**config.mk**
```make
export PLATFORM = sky130hd
export DESIGN_NAME = sv_bus_mux_demux_arb
export DESIGN_NICKNAME = d
export VERILOG_FILES = /design/src/rtl/sv_bus_mux_demux_arb_pkg.sv /design/src/rtl/sv_bus_mux_demux_arb_rr.sv /design/src/rtl/sv_bus_mux_demux_arb.sv
export SDC_FILE = /design/constraint.sdc
export NUM_CORES = 1
export LEC_CHECK = 0
export CORE_ASPECT_RATIO = 0.8
export CORE_MARGIN = 10
export CORE_UTILIZATION = 40
export CTS_BUF_LIST = sky130_fd_sc_hd__clkbuf_8 sky130_fd_sc_hd__clkbuf_16
export DETAILED_ROUTE_END_ITERATION = 8
export PLACE_DENSITY = 0.89
export SLEW_MARGIN = 20
export SYNTH_ARGS = -nofsm -noshare
export SYNTH_HDL_FRONTEND = slang
export SYNTH_SLANG_ARGS = --single-unit
```
**constraint.sdc**
```tcl
create_clock -name clk -period 4.7 [get_ports clk]
set_input_delay 0.705 -clock clk [delete_from_list [all_inputs] [get_ports clk]]
set_output_delay 0.705 -clock clk [all_outputs]
set_load 0.02 [all_outputs]
```
**src/rtl/sv_bus_mux_demux_arb_pkg.sv**
```systemverilog
// Shared bus types for the requester arbiter: default requester count,
// requester-id type and the adr/dat word carried on the shared bus.
package package_bus;

    localparam int ARB_N_DEF = 4;

    typedef logic [$clog2(ARB_N_DEF)-1:0] t_arb_id;

    typedef struct packed {
        logic [31:0] adr;
        logic [31:0] dat;
    } t_bus;

endpackage

```
**src/rtl/sv_bus_mux_demux_arb_rr.sv**
```systemverilog
// Round-robin winner search: first set req bit at or after ptr+1 (mod N).
// Purely combinational; any is 0 when no request is set.
module sv_bus_mux_demux_arb_rr #(
    parameter int  N   = 4,
    localparam int IDW = $clog2(N)
) (
    input  logic [N-1:0]   req,
    input  logic [IDW-1:0] ptr,
    output logic [IDW-1:0] win,
    output logic           any
);

    int idx;

    always_comb begin
        win = '0;
        any = 1'b0;
        idx = 0;
        // Offsets 1..N visit every index once, ending on ptr itself.
        for (int i = 1; i <= N; i++) begin
            idx = int'(ptr) + i;
            if (idx >= N) idx = idx - N;
            if (!any && req[idx[IDW-1:0]]) begin
                any = 1'b1;
                win = IDW'(idx);
            end
        end
    end

endmodule

```
**src/rtl/sv_bus_mux_demux_arb.sv**
```systemverilog
// Round-robin arbiter merging ARB_N requesters onto one registered shared bus
// stage; loads whenever the stage is empty or being drained this cycle.
module sv_bus_mux_demux_arb
    import package_bus::*;
#(
    parameter int  ARB_N = ARB_N_DEF,
    localparam int IDW   = $clog2(ARB_N)
) (
    input  logic                   clk,
    input  logic                   rst_n,
    input  logic [ARB_N-1:0]       req_vld,
    input  logic [ARB_N-1:0][31:0] req_adr,
    input  logic [ARB_N-1:0][31:0] req_dat,
    output logic [ARB_N-1:0]       req_rdy,
    output logic                   bus_vld,
    output logic [31:0]            bus_adr,
    output logic [31:0]            bus_dat,
    input  logic                   bus_rdy,
    output logic [IDW-1:0]         bus_id
);

    t_bus           bus_q;
    logic           bus_vld_q;
    logic [IDW-1:0] bus_id_q;
    logic [IDW-1:0] ptr_q;

    logic           load_en;
    logic [IDW-1:0] win;
    logic           any;

    sv_bus_mux_demux_arb_rr #(.N(ARB_N)) u_rr (
        .req (req_vld),
        .ptr (ptr_q),
        .win (win),
        .any (any)
    );

    assign load_en = ~bus_vld_q | bus_rdy;

    // Reset gates the grant so no requester sees an acknowledge it cannot get.
    always_comb begin
        req_rdy = '0;
        if (rst_n && any && load_en) req_rdy[win] = 1'b1;
    end

    always_ff @(posedge clk or negedge rst_n) begin
        if (!rst_n) begin
            bus_q     <= '0;
            bus_vld_q <= 1'b0;
            bus_id_q  <= '0;
            ptr_q     <= IDW'(ARB_N - 1);
        end else if (load_en) begin
            if (any) begin
                bus_q.adr <= req_adr[win];
                bus_q.dat <= req_dat[win];
                bus_id_q  <= win;
                ptr_q     <= win;
                bus_vld_q <= 1'b1;
            end else begin
                bus_vld_q <= 1'b0;
            end
        end
    end

    assign bus_vld = bus_vld_q;
    assign bus_adr = bus_q.adr;
    assign bus_dat = bus_q.dat;
    assign bus_id  = bus_id_q;

endmodule

```
**Yosys cells after proc, flatten, opt, wreduce, memory -nomap -nowiden**

Index checks and enable logic that the tools add are counted.

- Logic and storage cells: 63
- Output and inout port bits: 71
- Register bits: 69
- Input bits: 263

- Mux-type cells: 28
- $lt $le $gt $ge: 10
- Reduce and logical (&&, ||, !) cells: 10
- Bitwise operators: 2
- Add/subtract/negate cells: 8

Operators with widths:

| kind | count |
|---|---|
| 32-bit binary-select mux with 2-bit select | 2 |
| 32-bit two-way mux | 2 |
| 2-bit two-way mux | 8 |
| 2-bit by 3-bit < comparator with 1-bit output (second input constant) | 5 |
| 1-bit two-way mux | 10 |
| 3-bit greater-or-equal comparator (second input constant) | 3 |
| 1-bit binary-select mux with 2-bit select | 4 |
| 2-bit by 1-bit subtractor with 2-bit output (second input constant) | 4 |
| 2-bit by 2-bit adder with 3-bit output (second input constant) | 2 |
| 1-bit logical AND | 6 |
| 2-bit by 3-bit adder with 4-bit output (second input constant) | 1 |
| 4-bit by 3-bit greater-or-equal comparator with 1-bit output (second input constant) | 1 |
| 4-bit two-way mux | 1 |
| 2-bit by 1-bit adder with 3-bit output (second input constant) | 1 |
| 1-bit zero test | 3 |
| 1-bit demux with 2-bit select | 1 |
| 2-bit by 1-bit greater-or-equal comparator with 1-bit output (second input constant) | 1 |
| 2-bit AND reduction | 1 |
| 1-bit inverter | 1 |
| 1-bit OR | 1 |

**Depth between registers and ports, before layout**

- Depth in word-level cells: 20
- Gate-level depth with buffers: 8
- Gate-level depth less buffers: 5

**By module**

From an unflattened synthesis, not the netlist that was laid out.

- Cells, all modules: 250
- Area, all modules: 4,317.9 um^2

Modules (own cells, without submodules):

| module | cells each | seq. area each (um^2) | times used | area an instance (um^2) |
|---|---|---|---|---|
| sv_bus_mux_demux_arb | 236 | 1,729.2 | 1 | 4,226.6 |
| sv_bus_mux_demux_arb_rr | 14 | 0.0 | 1 | 91.3 |

**Least setup slack after synthesis**

Ideal clock, no wire load.

- Kind: input to output
- Start point: input port req_vld[1]
- End point: output port req_rdy[1]
- Arrival time: 2.096 ns
- Slack: 1.899 ns
- Cell stages on the path: 7
- Buffers on the path: 3
- Required time: 3.995 ns
- Cells stage by stage: nor2b_1 > o21bai_1 > and2_1 > buf_4 > buf_6 > buf_2 > nor3_1

- Longest elaborated chain between the ends: 17
- Elaborated cells on any way between the ends: 30
- Classes of those cells: order compare: 2; mux: 19; reduce/logical: 9

RTL lines:

| item | line | source |
|---|---|---|
| start, declared | sv_bus_mux_demux_arb.sv:11 | `input logic [ARB_N-1:0] req_vld,` |
| 1-bit binary-select mux with 2-bit select | sv_bus_mux_demux_arb_rr.sv:23 | `if (!any && req[idx[IDW-1:0]]) begin` |
| 1-bit two-way mux (not written as such) | sv_bus_mux_demux_arb_rr.sv:23 |  |
| 1-bit two-way mux | sv_bus_mux_demux_arb_rr.sv:23 |  |
| 1-bit zero test | sv_bus_mux_demux_arb_rr.sv:23 |  |
| 1-bit logical AND | sv_bus_mux_demux_arb_rr.sv:23 |  |
| 1-bit two-way mux | sv_bus_mux_demux_arb_rr.sv:23 |  |
| 1-bit zero test | sv_bus_mux_demux_arb_rr.sv:23 |  |
| 1-bit logical AND | sv_bus_mux_demux_arb_rr.sv:23 |  |
| 1-bit two-way mux | sv_bus_mux_demux_arb_rr.sv:23 |  |
| 1-bit zero test | sv_bus_mux_demux_arb_rr.sv:23 |  |
| 1-bit logical AND | sv_bus_mux_demux_arb_rr.sv:23 |  |
| 2-bit two-way mux | sv_bus_mux_demux_arb_rr.sv:23 |  |
| 2-bit by 3-bit < comparator with 1-bit output (not written as such) / 2-bit by 1-bit greater-or-equal comparator with 1-bit output (equally long branches) | sv_bus_mux_demux_arb.sv:43 | `if (rst_n && any && load_en) req_rdy[win] = 1'b1;` |
| 1-bit logical AND (not written as such) | sv_bus_mux_demux_arb.sv:43 |  |
| 1-bit two-way mux (not written as such) | sv_bus_mux_demux_arb.sv:43 |  |
| 1-bit demux with 2-bit select | sv_bus_mux_demux_arb.sv:43 |  |
| 4-bit two-way mux * | sv_bus_mux_demux_arb.sv:43 |  |
| end, declared | sv_bus_mux_demux_arb.sv:14 | `output logic [ARB_N-1:0] req_rdy,` |

Every way passes the cells marked *; elsewhere a longest branch is shown, timed or not. The select of a mux whose other input is x is not followed.

**Worst setup path in the final report**

Ends and elaborated chain as after synthesis.

==> out/metrics.yaml <==
cap_violations: 0
syn_area_mm2: 0.00503
ff2ff_setup_slack_ps: 1580
cts_tree: "yes"
ant_nets: 0
max_freq_ghz: 0.251
fin_crit_sh_pct: 84.8
cts_sinks: 69
hold_end: "bus_id[1]"
synth_seq_area_share_pct: 34.4
place.gp.congestion: 0.846
whs_ps: 496
wl_per_cell_um: 22.9
drt_iter0_drc: 257
dpl-instance-area_mm2: 0.00842
setup_tns_ps: 0
rsz0062_at_grt: "no"
cp.arrival_ps: 3280
setup_violations: 0
end_kind: "output pin"
fp.dieW_um: 145
synth_nets: 738
grt_pass1_vias: 5585
drt-total-wl_mm: 21.9
finalClockSkew_ps: 6.47
synth-edff-count: 0
syn_inst: 475
ios: 334
async_reset_ff_share_pct: 100
grt-ovfl-total: 0
final_core_util_pct: 70.9
outcome: "completed"
drc: 0
vdd_drop_max_mv: 0.253
regToRegEndpoint: "bus_adr[11]"
rows: 36
diodes: 0
hold_buffers: 0
worstMarginPinSlew_ps: 937
final_cell_area_mm2: 0.00868
ff2ff_path_depth: 6
h-tree-depth: 3
clock_path_buffers: 2
cp.required_ps: 3990
vias: 5237
hold_start: "bus_id[1]"
synth_cell_types: 32
fp.dieArea_mm2: 0.0175
drtPass1Iterations: 4
path_clk_slew_ps: 50
grt_pass1_wl_mm: 33.7
period_needed_ps: 3980
relSlewSlack_pct: 37.5
coreArea_mm2: 0.0123
critPathKind: "in2out"
clock_latency_ps: 340
leakage_uw: 0.00327
power_density_mw_per_mm2: 365
ys.flop_type: "dfrtp_1"
cts-buffers-inserted: 9
ys_warn_count: 0
slew_violations: 0
syn_avg_cell_area_um2: 10.6
drive_above_1_share_pct: 15.5
critPathLaunchType: "primary input"
area_growth_pct: 72.5
grt_max_degree: 122
seq_area_mm2: 0.00173
hold_depth: 1
min_path_type: "reg2reg"
grt_usage_pct: 24.2
hold_violations: 0
nFillCells: 886
final_nets: 1043
cts_root_buffer: "clkbuf_16"
multi_input_area_mm2: 0.00305
die_h_um: 120
start_util_pct: 41.1
ys_ff_latch: 69
dp_hpwl_mm: 17.1
post_cts_resized: 0
power.total_uw: 3170
postCtsSetupBuffers: 0
reg2reg_from: "ptr_q[1]"
io_buffers: 333
path_max_fanout: 33
viasPerCell: 5.48
antenna_found_initial: 0
-- routing by layer --
layer / up-vias / track usage (%) / part of all wire [%]
met5: - / 0 / 0
li1: 2419 / - / -
met3: 34 / 7.83 / 8.0
met2: 256 / 43.5 / 52
met4: 0 / 6.24 / 2.0
met1: 2528 / 27.3 / 38
-- cell type report --
class / count / share of cell area [%]
repair buffers: 343 / 39.4
flip-flops and latches: 69 / 19.9
well taps: 171 / 2.46
clock buffers: 10 / 2.75
multi-input cells: 355 / 35.1
inverters: 2 / 0.0865
clock inverters: 6 / 0.259
-- synthesized netlist by cell type (all sizes together), types with 2 or more instances --
cell / count / area (um2)
clkbuf: 24 / 105
a21o: 3 / 22.5
nor2: 67 / 251
and2: 2 / 12.5
nand2: 4 / 15.0
dfrtp: 67 / 1680
dfstp: 2 / 52.6
buf: 25 / 180
nand2b: 2 / 12.5
mux2i: 64 / 641
a211oi: 126 / 1410
a21oi: 6 / 33.8
nor3: 5 / 25.0
inv: 2 / 7.51
a21boi: 65 / 488
o31ai: 2 / 28.8
-- logic make-up after synthesis --
kind of cell           share of synthesized area (%)
AOI/OAI and AO/OA                               40.2
and+or+nand+nor                                 6.91
DFF                                             34.4
muxes                                           12.7
buffers and inverters                           5.82
-- flip-flops by register name, summed over array words and instances, names as in the netlist --
| register | count |
|---|---|
| bus_dat | 32 |
| ptr_q | 2 |
| bus_adr | 32 |
| bus_id | 2 |
| bus_vld | 1 |
-- how the worst max path moves through the flow --
stage                          start  cells after the start          to
after floorplan           req_vld[1]                      7  req_rdy[1]
after global placement    req_vld[1]                      6  req_rdy[2]
after detailed placement  req_vld[1]                      6  req_rdy[1]
after CTS                 req_vld[1]                      6  req_rdy[1]
after global routing      req_vld[1]                      6  req_rdy[1]
final                     req_vld[1]                      6  req_rdy[1]
-- stage by stage --
step	instances	worst slack, ps
2_1_floorplan	475	1900
3_3_place_gp	940	901
3_5_place_dp	940	760
4_1_cts	956	765
5_1_grt	956	675
6_report	956	716
-- worst max-delay path, stage by stage --
cell and delay [ps]:
clkdlybuf4s50_1 570, nor2b_1 400, o21bai_4 330, and2_4 320, nor3_1 270, clkdlybuf4s50_1 680
-- where the power goes --
part / switching, uW / total [uW] / internal [uW]
combinational: 858 / 1670 / 812
sequential: 111 / 889 / 779
clock: 248 / 608 / 360
-- cells in the final DEF (no fill, tap or decap), types with 8 or more instances in the layout --
cell	netlist	routed
buf_4	12	10
clkbuf_16	0	9
dfrtp_1	67	67
a211oi_1	34	34
clkdlybuf4s50_1	0	332
a21boi_0	64	64
mux2i_1	64	64
inv_1	2	8
a211oi_2	92	92
nor2_1	67	66
(Power assumes the default switching activity.)
